[config.mk]
export PLATFORM = sky130hd
export DESIGN_NAME = aes_in_ctrl_flat
export DESIGN_NICKNAME = d
export VERILOG_FILES = /design/src/rtl/aes_in_ctrl_pkg.sv /design/src/rtl/aes_in_ctrl_if.sv /design/src/rtl/aes_in_ctrl_fifo.sv /design/src/rtl/aes_in_ctrl.sv /design/src/flat_wrapper.sv
export SDC_FILE = /design/constraint.sdc
export NUM_CORES = 2
export LEC_CHECK = 0
export BUFFER_PORTS_ARGS = -buffer_cell sky130_fd_sc_hd__buf_2
export CORE_ASPECT_RATIO = 0.5
export CORE_UTILIZATION = 30
export DETAILED_ROUTE_END_ITERATION = 7
export GPL_TIMING_DRIVEN = 0
export PLACE_DENSITY_LB_ADDON = 0.1
export SLEW_MARGIN = 20
export SYNTH_ARGS = -nofsm -noshare
export SYNTH_HDL_FRONTEND = slang
export SYNTH_SLANG_ARGS = --single-unit
[constraint.sdc]
create_clock -name clk -period 5.2 [get_ports clk]
set_input_delay 0.26 -clock clk [delete_from_list [all_inputs] [get_ports clk]]
set_output_delay 0.26 -clock clk [all_outputs]
set_load 0.01 [all_outputs]
[src/rtl/aes_in_ctrl_pkg.sv]
// Shared constants and state encoding for the AES input controller.
package aes_pkg;
  localparam int BLOCK_W          = 128;
  localparam int KEY_W            = 256;
  localparam int KEY_BLANK_CYCLES = 2;

  localparam logic [1:0] KEY_128 = 2'd0;
  localparam logic [1:0] KEY_192 = 2'd1;
  localparam logic [1:0] KEY_256 = 2'd2;

  typedef enum logic [2:0] {
    IDLE,
    KEY_START,
    KEY_WAIT,
    RUN,
    DRAIN
  } state_t;
endpackage

[src/rtl/aes_in_ctrl_if.sv]
// Valid/ready block stream feeding the AES input controller.
interface aes_in_ctrl_if;
  import aes_pkg::*;

  logic [BLOCK_W-1:0] s_data;
  logic               s_valid;
  logic               s_ready;

  modport master (output s_data, output s_valid, input s_ready);
  modport slave  (input s_data, input s_valid, output s_ready);
endinterface

[src/rtl/aes_in_ctrl_fifo.sv]
// DEPTH x 128-bit synchronous FIFO; head is valid whenever empty is low.
module aes_in_fifo
  import aes_pkg::*;
#(
  parameter int DEPTH = 4
) (
  input  logic               clk,
  input  logic               reset_n,
  input  logic               push,
  input  logic [BLOCK_W-1:0] push_data,
  input  logic               pop,
  output logic [BLOCK_W-1:0] head,
  output logic               full,
  output logic               empty
);
  localparam int AW = $clog2(DEPTH);

  logic [BLOCK_W-1:0] mem [DEPTH];
  logic [AW-1:0]      wr_ptr;
  logic [AW-1:0]      rd_ptr;
  logic [AW:0]        count;
  logic               push_ok;
  logic               pop_ok;

  assign push_ok = push && !full;
  assign pop_ok  = pop && !empty;
  assign full    = (count == (AW+1)'(DEPTH));
  assign empty   = (count == '0);
  assign head    = mem[rd_ptr];

  always_ff @(posedge clk) begin
    if (!reset_n) begin
      wr_ptr <= '0;
      rd_ptr <= '0;
      count  <= '0;
    end else begin
      if (push_ok) wr_ptr <= wr_ptr + 1'b1;
      if (pop_ok)  rd_ptr <= rd_ptr + 1'b1;
      case ({push_ok, pop_ok})
        2'b10:   count <= count + 1'b1;
        2'b01:   count <= count - 1'b1;
        default: count <= count;
      endcase
    end
  end

  // Storage carries no reset; only the pointers define what is valid.
  always_ff @(posedge clk) begin
    if (push_ok) mem[wr_ptr] <= push_data;
  end
endmodule

[src/rtl/aes_in_ctrl.sv]
// AES core input controller: block FIFO, key-load sequencing, rate/in-flight limited issue.
// Optional CBC encrypt chaining is compiled in with AES_IN_CTRL_CBC_EN.
module aes_in_ctrl
  import aes_pkg::*;
#(
  parameter int DEPTH        = 4,
  parameter int MAX_INFLIGHT = 4
) (
  input  logic               clk,
  input  logic               reset_n,
  input  logic               cfg_load,
  input  logic [KEY_W-1:0]   cfg_key,
  input  logic [1:0]         cfg_key_mode,
  input  logic               cfg_ende,
  input  logic [BLOCK_W-1:0] cfg_iv,
  output logic               cfg_busy,
  aes_in_ctrl_if.slave       src,
  output logic               aes_start,
  output logic [KEY_W-1:0]   aes_key,
  output logic [1:0]         aes_key_mode,
  output logic               aes_ende,
  output logic [BLOCK_W-1:0] aes_data,
  output logic               aes_data_valid,
  input  logic               aes_ready,
  input  logic               aes_key_ready,
  input  logic [BLOCK_W-1:0] aes_o_data,
  input  logic               aes_o_data_valid,
  output logic [3:0]         inflight
);
  localparam logic [1:0] BLANK  = 2'(KEY_BLANK_CYCLES);
  localparam logic [3:0] MAX_IF = 4'(MAX_INFLIGHT);

  state_t             state;
  logic [1:0]         blank_cnt;
  logic [KEY_W-1:0]   sh_key;
  logic [1:0]         sh_key_mode;
  logic               sh_ende;
  logic               fifo_full;
  logic               fifo_empty;
  logic [BLOCK_W-1:0] fifo_head;
  logic               push;
  logic               issue_p0;
  logic [BLOCK_W-1:0] issue_data_p0;
  logic [3:0]         max_eff;

  // Return on an empty count is dropped rather than wrapping.
  function automatic logic [3:0] inflight_next(input logic [3:0] cur, input logic inc,
                                               input logic dec);
    if (inc && !dec) return cur + 4'd1;
    if (dec && !inc && cur != 4'd0) return cur - 4'd1;
    return cur;
  endfunction

  assign src.s_ready = reset_n && !fifo_full && (state != DRAIN);
  assign push        = src.s_valid && src.s_ready;

`ifdef AES_IN_CTRL_CBC_EN
  logic [BLOCK_W-1:0] chain;
  logic [BLOCK_W-1:0] sh_iv;
  // Encrypt chaining needs each ciphertext back before the next block can be formed.
  assign max_eff       = aes_ende ? MAX_IF : 4'd1;
  assign issue_data_p0 = aes_ende ? fifo_head : (fifo_head ^ chain);
`else
  logic unused_cbc;
  assign unused_cbc    = ^{cfg_iv, aes_o_data};
  assign max_eff       = MAX_IF;
  assign issue_data_p0 = fifo_head;
`endif

  assign issue_p0 = ((state == RUN) || (state == DRAIN)) && !fifo_empty && aes_ready &&
                    (inflight < max_eff) && !aes_data_valid;

  aes_in_fifo #(.DEPTH(DEPTH)) u_fifo (
    .clk       (clk),
    .reset_n   (reset_n),
    .push      (push),
    .push_data (src.s_data),
    .pop       (issue_p0),
    .head      (fifo_head),
    .full      (fifo_full),
    .empty     (fifo_empty)
  );

  // p0 -> p1: issue decision registered onto aes_data/aes_data_valid
  always_ff @(posedge clk) begin
    if (!reset_n) begin
      state          <= IDLE;
      blank_cnt      <= '0;
      cfg_busy       <= 1'b0;
      aes_start      <= 1'b0;
      aes_key        <= '0;
      aes_key_mode   <= '0;
      aes_ende       <= 1'b0;
      aes_data       <= '0;
      aes_data_valid <= 1'b0;
      inflight       <= '0;
      sh_key         <= '0;
      sh_key_mode    <= '0;
      sh_ende        <= 1'b0;
`ifdef AES_IN_CTRL_CBC_EN
      chain          <= '0;
      sh_iv          <= '0;
`endif
    end else begin
      aes_start      <= 1'b0;
      aes_data_valid <= issue_p0;
      if (issue_p0) aes_data <= issue_data_p0;
      inflight <= inflight_next(inflight, aes_data_valid, aes_o_data_valid);
`ifdef AES_IN_CTRL_CBC_EN
      if (aes_o_data_valid && !aes_ende) chain <= aes_o_data;
`endif
      case (state)
        IDLE: begin
          if (cfg_load) begin
            aes_key      <= cfg_key;
            aes_key_mode <= cfg_key_mode;
            aes_ende     <= cfg_ende;
`ifdef AES_IN_CTRL_CBC_EN
            chain        <= cfg_iv;
`endif
            aes_start    <= 1'b1;
            cfg_busy     <= 1'b1;
            state        <= KEY_START;
          end
        end
        KEY_START: begin
          blank_cnt <= '0;
          state     <= KEY_WAIT;
        end
        KEY_WAIT: begin
          // Key-ready from the previous key may still be high right after start.
          if (blank_cnt < BLANK) begin
            blank_cnt <= blank_cnt + 2'd1;
          end else if (aes_key_ready) begin
            cfg_busy <= 1'b0;
            state    <= RUN;
          end
        end
        RUN: begin
          if (cfg_load) begin
            sh_key      <= cfg_key;
            sh_key_mode <= cfg_key_mode;
            sh_ende     <= cfg_ende;
`ifdef AES_IN_CTRL_CBC_EN
            sh_iv       <= cfg_iv;
`endif
            cfg_busy    <= 1'b1;
            state       <= DRAIN;
          end
        end
        DRAIN: begin
          if (fifo_empty && (inflight == 4'd0) && !aes_data_valid) begin
            aes_key      <= sh_key;
            aes_key_mode <= sh_key_mode;
            aes_ende     <= sh_ende;
`ifdef AES_IN_CTRL_CBC_EN
            chain        <= sh_iv;
`endif
            aes_start    <= 1'b1;
            state        <= KEY_START;
          end
        end
        default: state <= IDLE;
      endcase
    end
  end
endmodule
[src/flat_wrapper.sv]
// flat-port wrapper written by rule: the top's interface ports become plain ports
module aes_in_ctrl_flat import aes_pkg::*;
#(
  parameter int DEPTH        = 4,
  parameter int MAX_INFLIGHT = 4
)
  (clk, reset_n, cfg_load, cfg_key, cfg_key_mode, cfg_ende, cfg_iv, cfg_busy, aes_start, aes_key, aes_key_mode, aes_ende, aes_data, aes_data_valid, aes_ready, aes_key_ready, aes_o_data, aes_o_data_valid, inflight, src_s_data, src_s_valid, src_s_ready);
  aes_in_ctrl_if src_i ();
  input  logic clk;
  input  logic reset_n;
  input  logic cfg_load;
  input  logic [KEY_W-1:0] cfg_key;
  input  logic [1:0] cfg_key_mode;
  input  logic cfg_ende;
  input  logic [BLOCK_W-1:0] cfg_iv;
  output logic cfg_busy;
  output logic aes_start;
  output logic [KEY_W-1:0] aes_key;
  output logic [1:0] aes_key_mode;
  output logic aes_ende;
  output logic [BLOCK_W-1:0] aes_data;
  output logic aes_data_valid;
  input  logic aes_ready;
  input  logic aes_key_ready;
  input  logic [BLOCK_W-1:0] aes_o_data;
  input  logic aes_o_data_valid;
  output logic [3:0] inflight;
  input wire logic [$bits(src_i.s_data)-1:0] src_s_data;
  input wire logic [$bits(src_i.s_valid)-1:0] src_s_valid;
  output wire logic [$bits(src_i.s_ready)-1:0] src_s_ready;
  assign src_i.s_data = src_s_data;
  assign src_i.s_valid = src_s_valid;
  assign src_s_ready = src_i.s_ready;
  aes_in_ctrl #(.DEPTH(DEPTH), .MAX_INFLIGHT(MAX_INFLIGHT)) u_core (.clk(clk), .reset_n(reset_n), .cfg_load(cfg_load), .cfg_key(cfg_key), .cfg_key_mode(cfg_key_mode), .cfg_ende(cfg_ende), .cfg_iv(cfg_iv), .cfg_busy(cfg_busy), .src(src_i), .aes_start(aes_start), .aes_key(aes_key), .aes_key_mode(aes_key_mode), .aes_ende(aes_ende), .aes_data(aes_data), .aes_data_valid(aes_data_valid), .aes_ready(aes_ready), .aes_key_ready(aes_key_ready), .aes_o_data(aes_o_data), .aes_o_data_valid(aes_o_data_valid), .inflight(inflight));
endmodule
==> results.md <==
Pwr:
- The static leakage is 0.0224 µW.
- VDD sags by at most 0.240 mV.
- The completed layout was analyzed and its total power is 20400 µW.
- Sequential cells burn 50.0% of the power.
- The share of power burned in the clock network is about two fifths.
- In this run switching power makes up 25.0% of total power.
- The cell-internal power is ~15000 µW.
- For this design the total switching power over the nets is approximately 5000 µW.
- The share of total power dissipated in combinational logic is 10.2%.
- In this run the power density over the cells is 345 mW/mm².

Worst hold path:
- The worst hold path belongs to the class primary input to flip-flop.

Placement:
- The area of placed instances is 0.0516 mm².
- The final weighted congestion in routability-driven placement is 0.831.
- The number of input and output port buffers inserted is about 800.
- Once detailed placement completed, the half-perimeter wirelength came to 112000 µm.

Clocking:
- The worst-skew pair later-pin latency is around 0.71 ns.
- The TritonCTS buffer count is 110.
- The cell at the root of the clock tree is sky130_fd_sc_hd__clkbuf_16.
- After clock tree synthesis, the setup repair step added 0 buffers.
- The number of gates resized after CTS was 0.
- CTS built an H-tree with a depth of 3.
- TritonCTS built the clock tree.
- The number of sinks handled by clock tree synthesis is 1177.
- After clock tree synthesis, the clock-pin slew on the worst setup and hold paths is 0.06 ns.
- No sink is reached through more buffers than the 3 on the longest clock path.

Timing:
- The share of the clock period used by the worst path after layout is roughly 60%.
- Between clock sinks in the finished design, the worst skew comes to 0.0347 ns.
- The worst-case headroom to the max-slew limit is 27.0%.
- Setup repair after global routing left no endpoint under its margin.
- At the pin with the least slew margin, the transition time is between 1 and 1.5 ns.
- The final hold violation count was 0.
- The final count of pins violating max slew is 0.
- Setup violations remaining at the end of the flow were counted as 0.
- The setup TNS is 0 ns.
- The upper clock frequency limit is about 320 MHz.
- Counting I/O delays and the setup requirement, the final critical path takes 3.17 ns.

Global routing:
- The number of antenna violations at the first check in global routing came to 46.
- Global routing used 19.8% of the available tracks across all layers.
- For this run, global-route usage on met1 was measured as 23.8%.
- For met3 alone, demand over resource in global routing was under 10%.
- The wire length of the first global-routing pass is 225000 µm.
- The via count of the first global-routing pass is 35200.
- Entering global routing, the biggest net connects 41 pins.
- Global routing consumed, on the met2 layer, between 30% and 40% of the routing resources.
- The most crowded layer after global routing is met2.
- The global route total overflow is 0.

Floorplanning:
- The floorplan has 99 rows.
- The I/O pin count is between 1000 and 1500.
- The die area is 0.151 mm².
- The initial core utilization is a little under a third.
- The floorplan step set the die height to 275 µm.
- The horizontal die dimension is 549 µm.
- In this run the standard cell core region covers about 0.15 mm².

Synth:
- The share of async-settable or async-resettable flops after synthesis is 0%.
- The post-synthesis cell type count is 40.
- The number of cells produced by synthesis is 3927.
- The synthesized design devotes to its leading area cell type 34.3% of total area.
- The number of nets in the synthesized netlist is 4586.
- The number of warnings printed during yosys synthesis is 0.
- The largest area contributor in the synthesized netlist is sky130_fd_sc_hd__edfxtp_1.
- The synthesized area per cell is around 11 µm².
- The netlist area before placement is 0.0449 mm².
- Sorting the synthesized cells by area gives the leading types as sky130_fd_sc_hd__edfxtp_1 (34%), sky130_fd_sc_hd__dfxtp_1 (30%), sky130_fd_sc_hd__nand2_1 (6.6%).
- In this run, synthesis inferred 512 flip-flops with an integrated enable.
- For this run, the leading register cell type out of synthesis is sky130_fd_sc_hd__dfxtp_1.
- After synthesis, flip-flops and latches occupy 63.9% of the total area.
- The count of state elements after synthesis is roughly 1200.

Detailed routing:
- The number of DRC markers in iteration 0 is 1591.
- The routed via count is 34500.
- The per-cell via count in the routed design is ~4.7.
- The first TritonRoute pass finished after 6 iterations.
- After detailed routing, the number of remaining DRC violations is 0.
- The detailed-route wire length is around 150000 µm.
- After detailed routing, the average wire length per cell comes to 21.1 µm.
- The final antenna-violating net count is 0.

Run:
- The tool flagged a number of max-cap violations equal to 0.

Critical path:
- The largest stage delay on the critical path is 0.81 ns.
- The nature of the critical path startpoint is a flip-flop.
- By instance count, the cell type seen most on the critical path is sky130_fd_sc_hd__clkbuf_1.
- The kind of critical path is flip-flop to flip-flop.
- The setup slack of the most critical reg-to-reg path is 2.03 ns.
- STA puts the critical path data arrival time at 3.77 ns.
- The worst setup path is captured at a flip-flop.
- The standard cell with the maximum stage delay on the critical path is sky130_fd_sc_hd__clkbuf_1.
- The critical path goes through inv_1 > ha_1 > nor4b_2 > nand3_1 > clkbuf_1 > clkbuf_1 > nor2_1 > nor3_1.
- For the worst setup path, the data required time is slightly below 6 ns.
- The maximum fanout along the worst path is 10.

Run status:
- The flow ran to the end, and the final reports show no timing, DRC or antenna violations.

Finish:
- The final design utilization is 40.2%.
- The total area of sequential cells is 0.0287 mm².
- The most common library cell in the layout ignoring fill and taps is sky130_fd_sc_hd__buf_2.
- The library cells used most frequently in the layout, excluding fill and tap cells, are sky130_fd_sc_hd__buf_2 (901), sky130_fd_sc_hd__nand2_1 (785), sky130_fd_sc_hd__dfxtp_1 (665).
- The post-route cell area is 0.0591 mm².
- The fraction of final layout cells with drive strength greater than 1 is 25.2%.
- The layout overhead on the synthesized area is 31.7%.
- The number of inserted filler cells in the final layout is 14600.
- The multi-input combinational cells in the finished layout cover a total of 0.0148 mm².
- At the end of the flow, the number of nets in the layout was about 6000.
==> logic make-up (layout without fill, tap and decap cells) <==
kind of cell	Yosys count	in the layout	synth area share (%)
other	0	15	0
multiplexers	132	132	6.52
AO/OA/AOI/OAI	674	674	9.73
flip-flops	1177	1177	63.9
XOR/XNOR	5	5	0.0976
buffers and inverters	317	1711	3.10
adder cells (fa/ha/maj)	9	9	0.268
AND/OR/NAND/NOR	1613	1613	16.4
==> area by class of cell <==
class / count / area share, %
Clock buffer: 155 / 5.23
Clock inverter: 49 / 0.773
Inverter: 12 / 0.0762
Multi-Input combinational cell: 2433 / 25.1
Timing Repair Buffer: 1190 / 13.8
Tap cell: 1969 / 4.17
Buffer: 305 / 2.28
Antenna cell: 15 / 0.0635
Sequential cell: 1177 / 48.6
==> worst paths after layout <==
path / endpoint / from / cells past startpoint
setup / recovery: u_core.aes_key[146]$_SDFFE_PN0P_ / u_core.inflight[0]$_SDFFE_PN0P_ / 8
hold / removal: u_core.aes_ende$_SDFFE_PN0P_ / reset_n / 3
setup reg to reg: u_core.aes_key[146]$_SDFFE_PN0P_ / u_core.inflight[0]$_SDFFE_PN0P_ / 8
hold reg to reg: u_core.aes_data[99]$_SDFFE_PN0N_ / u_core.aes_data[99]$_SDFFE_PN0N_ / 2
==> repair_timing <==
item	4_1_cts	5_1_grt
setup endpoints to repair	0	0
endpoints found under the hold margin	1036	0
hold buffers	391	0
==> flip-flops by register name, summed over array words and instances, names as in the netlist <==
name / flops
u_core.aes_data: 128
u_core.aes_data_valid: 1
u_core.aes_ende: 1
u_core.aes_key: 256
u_core.aes_key_mode: 2
u_core.aes_start: 1
u_core.blank_cnt: 2
u_core.cfg_busy: 1
u_core.inflight: 4
u_core.sh_ende: 1
u_core.sh_key: 256
u_core.sh_key_mode: 2
u_core.state: 3
u_core.u_fifo.count: 3
u_core.u_fifo.mem: 512
u_core.u_fifo.rd_ptr: 2
u_core.u_fifo.wr_ptr: 2
==> power by group through the flow <==
stage | Combinational, µW | Clock [µW] | Sequential, µW
finish | 2080 | 8090 | 10200
global route | 2270 | 8730 | 10200
CTS | 2120 | 8350 | 10200
detailed placement | 1840 | 0 | 10400
global placement | 1790 | 0 | 10400
floorplan | 839 | 0 | 10500
==> critical path: cells and delay by family, from the launching register on <==
kind                       cells  cell delay [ns]
adders and majority gates      1             0.22
buffers and inverters          3             1.48
DFF                            1             0.44
and+or+nand+nor                4             0.91
==> layer usage <==
layer	share of wire, %	wire, µm
met5	0.11	175
met4	4.2	6530
met3	4.0	6170
met2	51	77900
met1	41	63000
==> Yosys cell counts (2+ instances only) <==
cell,count
sky130_fd_sc_hd__a21boi_0,303
sky130_fd_sc_hd__a21boi_1,88
sky130_fd_sc_hd__a21oi_1,8
sky130_fd_sc_hd__and2_1,14
sky130_fd_sc_hd__and3_1,4
sky130_fd_sc_hd__buf_1,9
sky130_fd_sc_hd__buf_2,114
sky130_fd_sc_hd__buf_4,14
sky130_fd_sc_hd__clkbuf_1,166
sky130_fd_sc_hd__clkbuf_4,2
sky130_fd_sc_hd__dfxtp_1,665
sky130_fd_sc_hd__edfxtp_1,512
sky130_fd_sc_hd__ha_1,8
sky130_fd_sc_hd__inv_1,11
sky130_fd_sc_hd__mux2i_1,3
sky130_fd_sc_hd__mux4_2,128
sky130_fd_sc_hd__nand2_1,785
sky130_fd_sc_hd__nand2b_1,6
sky130_fd_sc_hd__nand3_1,5
sky130_fd_sc_hd__nor2_1,265
sky130_fd_sc_hd__nor2b_1,3
sky130_fd_sc_hd__nor3_1,421
sky130_fd_sc_hd__nor3_2,100
sky130_fd_sc_hd__o21ai_0,272
sky130_fd_sc_hd__or3_1,3
sky130_fd_sc_hd__xnor2_1,4
==> through the flow <==
| step | setup slack (ns) | hold WS (ns) | cells |
|---|---|---|---|
| final | 2.03 | 0.126 | 7305 |
| after global routing | 1.78 | 0.0766 | 7298 |
| after CTS | 1.92 | 0.0452 | 7290 |
| after detailed placement | 1.97 | 0.443 | 6695 |
| after global placement | -2.83 | 0.441 | 6683 |
| after floorplan | 0.843 | 0.359 | 3927 |
Power figures use the tool's default switching activity.
